[src/rtl/fb_access_arbiter_if.sv]
// Writer handshake and frame-buffer RAM bus shared by the arbiter and its environment.
// The slave modport is the arbiter's view. The master modport is the writer/RAM side.
interface fb_access_arbiter_if #(
    parameter int ADDR_W = 19,
    parameter int DATA_W = 24
) ();
    logic              wr_valid;
    logic [ADDR_W-1:0] wr_addr;
    logic [DATA_W-1:0] wr_data;
    logic              wr_ready;
    logic [ADDR_W-1:0] mem_addr;
    logic              mem_we;
    logic [DATA_W-1:0] mem_wdata;
    logic [DATA_W-1:0] mem_rdata;

    modport master (
        output wr_valid, wr_addr, wr_data, mem_rdata,
        input  wr_ready, mem_addr, mem_we, mem_wdata
    );

    modport slave (
        input  wr_valid, wr_addr, wr_data, mem_rdata,
        output wr_ready, mem_addr, mem_we, mem_wdata
    );
endinterface

[src/rtl/fb_access_arbiter.sv]
// fb_access_arbiter: shares the single-port frame-buffer RAM between VGA scan-out
// reads (absolute priority during active video) and one pixel writer.
// The writer is served in the blanking gaps.
// Optional macro FB_VBLANK_ONLY_EN: writes are accepted only during vertical blanking.
module fb_access_arbiter #(
    parameter int H_ACTIVE = 640,
    parameter int V_ACTIVE = 480,
    parameter int ADDR_W   = 19,
    parameter int DATA_W   = 24
) (
    input  logic                clk,
    input  logic                rst_n,
    input  logic [9:0]          H_Count_Value,
    input  logic [9:0]          V_Count_Value,
    fb_access_arbiter_if.slave  bus,
    output logic [7:0]          R,
    output logic [7:0]          G,
    output logic [7:0]          B,
    output logic                frame_done,
    output logic                wr_err,
    output logic [15:0]         stall_cnt
);

    typedef enum logic [1:0] {IDLE, SCAN, WRITE} state_t;

    localparam logic [9:0]        H_ACT        = 10'(H_ACTIVE);
    localparam logic [9:0]        V_ACT        = 10'(V_ACTIVE);
    localparam logic [9:0]        H_LAST       = 10'(H_ACTIVE - 1);
    localparam logic [9:0]        V_LAST       = 10'(V_ACTIVE - 1);
    localparam logic [ADDR_W-1:0] LINE_PIXELS  = ADDR_W'(H_ACTIVE);
    localparam logic [ADDR_W-1:0] FRAME_PIXELS = ADDR_W'(H_ACTIVE * V_ACTIVE);

    state_t            state_q, state_d;
    logic [ADDR_W-1:0] mem_addr_q, mem_addr_d;
    logic              mem_we_q, mem_we_d;
    logic [DATA_W-1:0] mem_wdata_q, mem_wdata_d;
    logic              wr_err_q, wr_err_d;
    logic [15:0]       stall_cnt_q, stall_cnt_d;
    logic              frame_done_q, frame_done_d;
    logic [1:0]        valid_q;
    logic [DATA_W-1:0] rgb_q;

    logic              scan_req;
    logic              wr_ready;
    logic              at_origin;
    logic [ADDR_W-1:0] scan_addr;

    assign scan_req  = (H_Count_Value < H_ACT) && (V_Count_Value < V_ACT);
    assign at_origin = (H_Count_Value == 10'd0) && (V_Count_Value == 10'd0);
    assign scan_addr = ADDR_W'(V_Count_Value) * LINE_PIXELS + ADDR_W'(H_Count_Value);

`ifdef FB_VBLANK_ONLY_EN
    assign wr_ready = rst_n && (V_Count_Value >= V_ACT);
`else
    assign wr_ready = rst_n && !scan_req;
`endif

    assign bus.wr_ready  = wr_ready;
    assign bus.mem_addr  = mem_addr_q;
    assign bus.mem_we    = mem_we_q;
    assign bus.mem_wdata = mem_wdata_q;

    // Grant decision for this cycle and the RAM command it produces.
    always_comb begin
        state_d     = IDLE;
        mem_addr_d  = mem_addr_q;
        mem_we_d    = 1'b0;
        mem_wdata_d = mem_wdata_q;
        wr_err_d    = wr_err_q;
        if (scan_req) begin
            state_d    = SCAN;
            mem_addr_d = scan_addr;
        end else if (bus.wr_valid && wr_ready) begin
            state_d = WRITE;
            if (bus.wr_addr < FRAME_PIXELS) begin
                mem_addr_d  = bus.wr_addr;
                mem_we_d    = 1'b1;
                mem_wdata_d = bus.wr_data;
            end else begin
                wr_err_d = 1'b1;
            end
        end
    end

    // Writer stall accounting and end-of-frame detection; the frame-origin clear beats a stall.
    always_comb begin
        stall_cnt_d  = stall_cnt_q;
        frame_done_d = (H_Count_Value == H_LAST) && (V_Count_Value == V_LAST);
        if (at_origin) begin
            stall_cnt_d = 16'd0;
        end else if (bus.wr_valid && !wr_ready && (stall_cnt_q != 16'hFFFF)) begin
            stall_cnt_d = stall_cnt_q + 16'd1;
        end
    end

    // Grant state, RAM command registers and sticky/status flags.
    always_ff @(posedge clk or negedge rst_n) begin
        if (!rst_n) begin
            state_q      <= IDLE;
            mem_addr_q   <= '0;
            mem_we_q     <= 1'b0;
            mem_wdata_q  <= '0;
            wr_err_q     <= 1'b0;
            stall_cnt_q  <= 16'd0;
            frame_done_q <= 1'b0;
        end else begin
            state_q      <= state_d;
            mem_addr_q   <= mem_addr_d;
            mem_we_q     <= mem_we_d;
            mem_wdata_q  <= mem_wdata_d;
            wr_err_q     <= wr_err_d;
            stall_cnt_q  <= stall_cnt_d;
            frame_done_q <= frame_done_d;
        end
    end

    // Pixel pipeline: state_q==SCAN marks the address stage, valid_q[0] the RAM-data stage,
    // valid_q[1] the output stage; an invalid output stage shows blanking.
    always_ff @(posedge clk or negedge rst_n) begin
        if (!rst_n) begin
            valid_q <= 2'b00;
            rgb_q   <= '0;
        end else begin
            valid_q <= {valid_q[0], (state_q == SCAN)};
            rgb_q   <= bus.mem_rdata;
        end
    end

    assign R          = valid_q[1] ? rgb_q[23:16] : 8'd0;
    assign G          = valid_q[1] ? rgb_q[15:8]  : 8'd0;
    assign B          = valid_q[1] ? rgb_q[7:0]   : 8'd0;
    assign frame_done = frame_done_q;
    assign wr_err     = wr_err_q;
    assign stall_cnt  = stall_cnt_q;

endmodule

[src/flat_wrapper.sv]
// flat-port wrapper written by rule: the top's interface ports become plain ports
module fb_access_arbiter_flat 
#(
    parameter int H_ACTIVE = 640,
    parameter int V_ACTIVE = 480,
    parameter int ADDR_W   = 19,
    parameter int DATA_W   = 24
)
  (clk, rst_n, H_Count_Value, V_Count_Value, R, G, B, frame_done, wr_err, stall_cnt, bus_wr_valid, bus_wr_addr, bus_wr_data, bus_mem_rdata, bus_wr_ready, bus_mem_addr, bus_mem_we, bus_mem_wdata);
  fb_access_arbiter_if #(.ADDR_W(ADDR_W), .DATA_W(DATA_W)) bus_i ();
  input  logic clk;
  input  logic rst_n;
  input  logic [9:0] H_Count_Value;
  input  logic [9:0] V_Count_Value;
  output logic [7:0] R;
  output logic [7:0] G;
  output logic [7:0] B;
  output logic frame_done;
  output logic wr_err;
  output logic [15:0] stall_cnt;
  input wire logic [$bits(bus_i.wr_valid)-1:0] bus_wr_valid;
  input wire logic [$bits(bus_i.wr_addr)-1:0] bus_wr_addr;
  input wire logic [$bits(bus_i.wr_data)-1:0] bus_wr_data;
  input wire logic [$bits(bus_i.mem_rdata)-1:0] bus_mem_rdata;
  output wire logic [$bits(bus_i.wr_ready)-1:0] bus_wr_ready;
  output wire logic [$bits(bus_i.mem_addr)-1:0] bus_mem_addr;
  output wire logic [$bits(bus_i.mem_we)-1:0] bus_mem_we;
  output wire logic [$bits(bus_i.mem_wdata)-1:0] bus_mem_wdata;
  assign bus_i.wr_valid = bus_wr_valid;
  assign bus_i.wr_addr = bus_wr_addr;
  assign bus_i.wr_data = bus_wr_data;
  assign bus_i.mem_rdata = bus_mem_rdata;
  assign bus_wr_ready = bus_i.wr_ready;
  assign bus_mem_addr = bus_i.mem_addr;
  assign bus_mem_we = bus_i.mem_we;
  assign bus_mem_wdata = bus_i.mem_wdata;
  fb_access_arbiter #(.H_ACTIVE(H_ACTIVE), .V_ACTIVE(V_ACTIVE), .ADDR_W(ADDR_W), .DATA_W(DATA_W)) u_core (.clk(clk), .rst_n(rst_n), .H_Count_Value(H_Count_Value), .V_Count_Value(V_Count_Value), .bus(bus_i), .R(R), .G(G), .B(B), .frame_done(frame_done), .wr_err(wr_err), .stall_cnt(stall_cnt));
endmodule
[config.mk]
export PLATFORM = sky130hd
export DESIGN_NAME = fb_access_arbiter_flat
export DESIGN_NICKNAME = d
export VERILOG_FILES = /design/src/rtl/fb_access_arbiter_if.sv /design/src/rtl/fb_access_arbiter.sv /design/src/flat_wrapper.sv
export SDC_FILE = /design/constraint.sdc
export NUM_CORES = 1
export LEC_CHECK = 0
export ABC_CLOCK_PERIOD_IN_PS = 4000
export CELL_PAD_IN_SITES_DETAIL_PLACEMENT = 0
export CELL_PAD_IN_SITES_GLOBAL_PLACEMENT = 1
export CORE_MARGIN = 2
export CORE_UTILIZATION = 34
export CTS_CLUSTER_DIAMETER = 40
export DETAILED_ROUTE_END_ITERATION = 8
export PLACE_DENSITY = 0.83
export SLEW_MARGIN = 20
export SYNTH_ARGS = -nofsm -noshare
export SYNTH_HDL_FRONTEND = slang
export SYNTH_SLANG_ARGS = --single-unit
[constraint.sdc]
create_clock -name clk -period 4 [get_ports clk]
set_clock_uncertainty 0.2 [all_clocks]
set_input_delay 0.8 -clock clk [delete_from_list [all_inputs] [get_ports clk]]
set_output_delay 0.8 -clock clk [all_outputs]
set_load 0.02 [all_outputs]
* After elaboration in Yosys (flattened, before gate mapping)
Cells that the tools add are included.
Storage, ports and cells: output and inout port bits 87, bits of input ports 90, register bits 90, word-level logic and storage cells 51
Operators by class: reductions and logical operators 17, $add $sub $neg 2, multipliers 1, eq/ne operators 4, bitwise operators 2, muxes and demuxes 13, magnitude comparators 3
Operators by type and width (count):
- $mux 19 | 3
- $mux 16 | 2
- $mux 8 | 3
- $logic_not 10->1 | 2
- $add 19x10->19 | 1
- $lt 19x19->1 const B | 1
- $add 16x1->16 const B | 1
- $ne 16x16->1 const B | 1
- $mul 10x3->12 const B | 1
- $eq 10x10->1 const B | 1
- $eq 10x9->1 const B | 1
- $lt 10x10->1 const B | 1
- $lt 10x9->1 const B | 1
- $logic_and 1x1->1 | 7
- $reduce_and 3->1 | 2
- $reduce_bool 2->1 | 3
- $mux 2 | 2
- $mux 1 | 3
- $eq 2x1->1 const B | 1
- $logic_not 1->1 | 2
- $not 1->1 | 2
- $reduce_and 2->1 | 1

* Logic depth before layout (Yosys ltp)
word-level depth 9, mapped depth 10, mapped depth without buffers 9

* Worst setup path before layout
Ideal clock, no wire load.
kind input -> register, start point in V_Count_Value[1], end point reg u_core.mem_addr_q[18] (netlist: u_core.bus.mem_addr[18]), setup time 0.082 ns, slack 0.551 ns, data arrival time 3.167 ns, cell stages on the path 9, required time 3.718 ns, buffers on the path 0, cell sequence ha_1 -> ha_1 -> fa_1 -> a211o_2 -> o21ai_0 -> xnor2_1 -> nand3_2 -> or4_1 -> a31oi_1
Between the ends: cells in the longest elaborated chain, start to end 7, elaborated cells between the ends (all ways) 11, those cells by class add/sub (1); mul (1); order compare (1); mux (1); reduce/logical (7)
Ends and longest elaborated chain:
- start: declaration | RTL line flat_wrapper.sv:14 | input logic [9:0] V_Count_Value;
- branches (longest 7 deep; another with $add 19x10->19)
- end signal: assignment | RTL line fb_access_arbiter.sv:108 | mem_addr_q <= mem_addr_d;
- end: declaration | RTL line fb_access_arbiter.sv:34 | logic [ADDR_W-1:0] mem_addr_q, mem_addr_d;
Parallel ways; which one is timed is not known. A chain may end at the register's enable or synchronous reset.

* Worst setup path in the final report
Same ends and word-level chain as after synthesis.

==> metrics.md <==
| Metric | Value |
|---|---|
| Status | finished, final reports clean |
| IO buf count | 176 |
| Post-CTS Hold Buffers | 0 |
| Syn_area_per_cell | 9.65 sq um |
| Fin Setup TNS | 0 ps |
| Setup Fix Bufs, Post-CTS | 0 |
| CP endpoint kind | flip-flop |
| Worst path buffer plus inverter count | 1 |
| PostCTS Resize Cnt | 0 |
| Max-slew violations | 0 |
| Wire per inst | 15.2 um |
| Gp weighted congestion | 0.841 |
| Area leader, netlist | dfrtp_1 |
| Largest net degree at the start of global routing | 50 |
| N_diodes | 0 |
| Critical-path cell list | clkdlybuf4s50_1, ha_1, ha_1, fa_1, a211oi_1, o21ai_0, a31oi_1, xnor2_1, or4_1, a31oi_1 |
| Unrepaired setup endpoints after global routing | no |
| Minimum hold slack | 152 ps |
| CP peak stage delay | 520 ps |
| Cts bufs inserted | 9 |
| Crit path max-delay cell type | or4_1 |
| Core Box Area | 12600 sq um |
| Post-synthesis sequential area ratio | 51.5% |
| M3 GR Usage | 4.33% |
| Reg clk slew, reported paths | 60 ps |
| Pre-Repair DR Iteration Count | 5 |
| Synthesis-to-layout area growth | 53.5% |
| Slew @ Worst Pin | 662 ps |
| Total Nets Final | 752 |
| Global routing's busiest layer | met2 |
| CP Max Fanout | 3 |
| Synth unique cells | 46 |
| Dpl hpwl | 9360 um |
| Met1 Use GR | 23.6% |
| CP Data Arrival Time | 3720 ps |
| First-pass GRT wire length | 20200 um |
| Post-synth top area share | 51.5% |
| Top FF cell, synth | dfrtp_1 |
| Final setup violation count | 0 |
| Crit path time final | 3660 ps |
| Root Buffer | clkbuf_16 |
| Power density over cell area | 434 nW/um^2 |
| Via count | 3951 |
| Gate Count Post-Synth | 453 |
| FP Rows | 41 |
| WS Path Type | primary input to flip-flop |
| Startpoint Class | primary input |
| Hold Fails Final Rpt | 0 |
| GRT Total Usage | 18.2% |
| I/O pins | 177 |
| Commonest cells in the netlist | nand2_1 (111), dfrtp_1 (90), nor2_1 (32), and2_1 (25), ha_1 (20) |
| Vias in the first global route | 3904 |
| Fillers | 1143 |
| Async SR Flop Fraction | 100% |
| Maximum VDD drop | 254 uV |
| Avg Vias per Cell | 4.84 |
| Number of max-cap violations | 0 |
| Area taken by multi-input logic gates | 2020 sq um |
| Share of layout cells above drive strength 1 | 6.20% |
| Initial antenna violation count | 0 |
| Die H | 117 um |
| Clock Tree Buf Depth | 2 |
| Initial Util | 34.8% |
| Die area | 13800 sq um |
| Syn_nets | 565 |
| Total gr overflow | 0 |
| Antenna viol nets, final | 0 |
| Critical Path RT | 4060 ps |
| CTS tree | built |
| Worst hold path type | flip-flop to flip-flop |
| Cell with the most instances after synthesis | nand2_1 |
| # DRC | 0 |
| Max-slew headroom | 55.8% |
| WL final | 12400 um |
| H-tree Lvls | 3 |
| Register area | 2250 sq um |
| Seq cells post-synth | 90 |
| Cell Area, Synth | 4370 sq um |
| Post-synth EDFFs | 0 |
| Fin crit share | 91.5% |
| Die width | 117 um |
| P_leak | 2.93 nW |
| CTS Sinks | 90 |
| Yosys warnings | 0 |
| DR iter-0 viols | 320 |
| Delay-heaviest family, CP | adder cells |
| Fmax | 273 MHz |
| Dominant cells by area after synthesis | dfrtp_1 (52%), nand2_1 (9.5%), ha_1 (5.7%) |
| Worst skew pair latency | 330 ps |
| Met2 Track Usage GR | 29.9% |
[per-layer routing]
metal,part of all wire (%),wire (um)
met5,0,0
met4,1.8,220
met3,5.5,686
met2,48,5930
met1,45,5560
[flip-flops by register name, indices dropped and copies added, names as in the netlist]
register	cells
u_core.bus.mem_wdata	24
u_core.rgb_q	24
u_core.bus.mem_addr	19
u_core.stall_cnt	16
u_core.state_q	2
u_core.valid_q	2
u_core.bus.mem_we	1
u_core.frame_done	1
u_core.wr_err	1
[through the flow]
stage | area, sq um | total power [mW] | cells | util [%] | setup slack [ps]
floorplan | 4370 | 1.58 | 453 | - | 551
global route | 6710 | 3.07 | 817 | 53.4 | 195
global placement | 6400 | 2.05 | 801 | 50.9 | 20.0
finish | 6710 | 2.91 | 817 | 53.4 | 342
detailed placement | 6400 | 2.06 | 801 | 50.9 | 2.08
CTS | 6710 | 2.94 | 817 | 53.4 | 361
[cell families (layout without fill, tap and decap cells)]
logic type      count (synthesis)  after routing  share of synthesized area (%)
buf+inv                        27            219                           2.46
flops                          90             90                           51.5
compound gates                 64             64                           9.85
xor+xnor                       24             24                           4.98
fa+ha+maj                      22             22                           6.64
simple gates                  226            226                           24.6
[final cells by class]
class,count,share of cell area [%]
flip-flops and latches,90,33.6
repair buffers,191,27.9
multi-input cells,336,30.1
well taps,172,3.21
clock inverters,3,0.709
clock buffers,13,3.88
inverters,12,0.671
[final timing paths]
| path | startpoint | endpoint | slack (ps) | cells past startpoint |
|---|---|---|---|---|
| worst max-delay path | V_Count_Value[1] | u_core.bus.mem_addr[18] | 340 | 10 |
| worst min-delay path | u_core.valid_q[0] | u_core.valid_q[1] | 150 | 0 |
| worst max register to register | u_core.stall_cnt[8] | u_core.stall_cnt[15] | 1840 | 6 |
| worst min register to register | u_core.valid_q[0] | u_core.valid_q[1] | 150 | 0 |
| max in group asynchronous | rst_n | u_core.bus.mem_addr[7] | 2190 | 3 |
| min in group asynchronous | rst_n | u_core.bus.mem_addr[16] | 370 | 2 |
[worst register-to-register path, stage by stage (launching register included)]
cell and delay (ps):
dfrtp_1 460, and4_1 290, nand4_1 210, o21ai_1 540, nor4_1 130, xnor2_1 170
nor2_1 50
[where the power goes]
part           leakage [nW]  internal [mW]  switching (mW)  total [mW]
clock network         0.150          0.521           0.344       0.865
registers              1.10           1.04          0.0889        1.13
logic                  1.68          0.451           0.463       0.914
total                  2.93           2.01           0.896        2.91
[cell usage in the layout, fill, tap and decap left out, drive strengths merged, types with 4 or more instances in the layout]
master         synthesis  layout
a211oi                 6       6
o21ai                 15      15
nand2                112     112
xor2                  10      10
nor2                  32      32
nor4                  10      10
clkdlybuf4s50          0     175
dfrtp                 90      90
nand4                  9       9
and2                  25      25
ha                    20      20
nor3                   5       5
buf                    5      16
nand3                 10      10
a21o                   4       4
xnor2                 14      14
a31oi                 11      11
and3                   6       6
a21oi                  7       7
clkbuf                10      13
inv                   12      12
No activity file was read; power rests on OpenSTA's default activity.
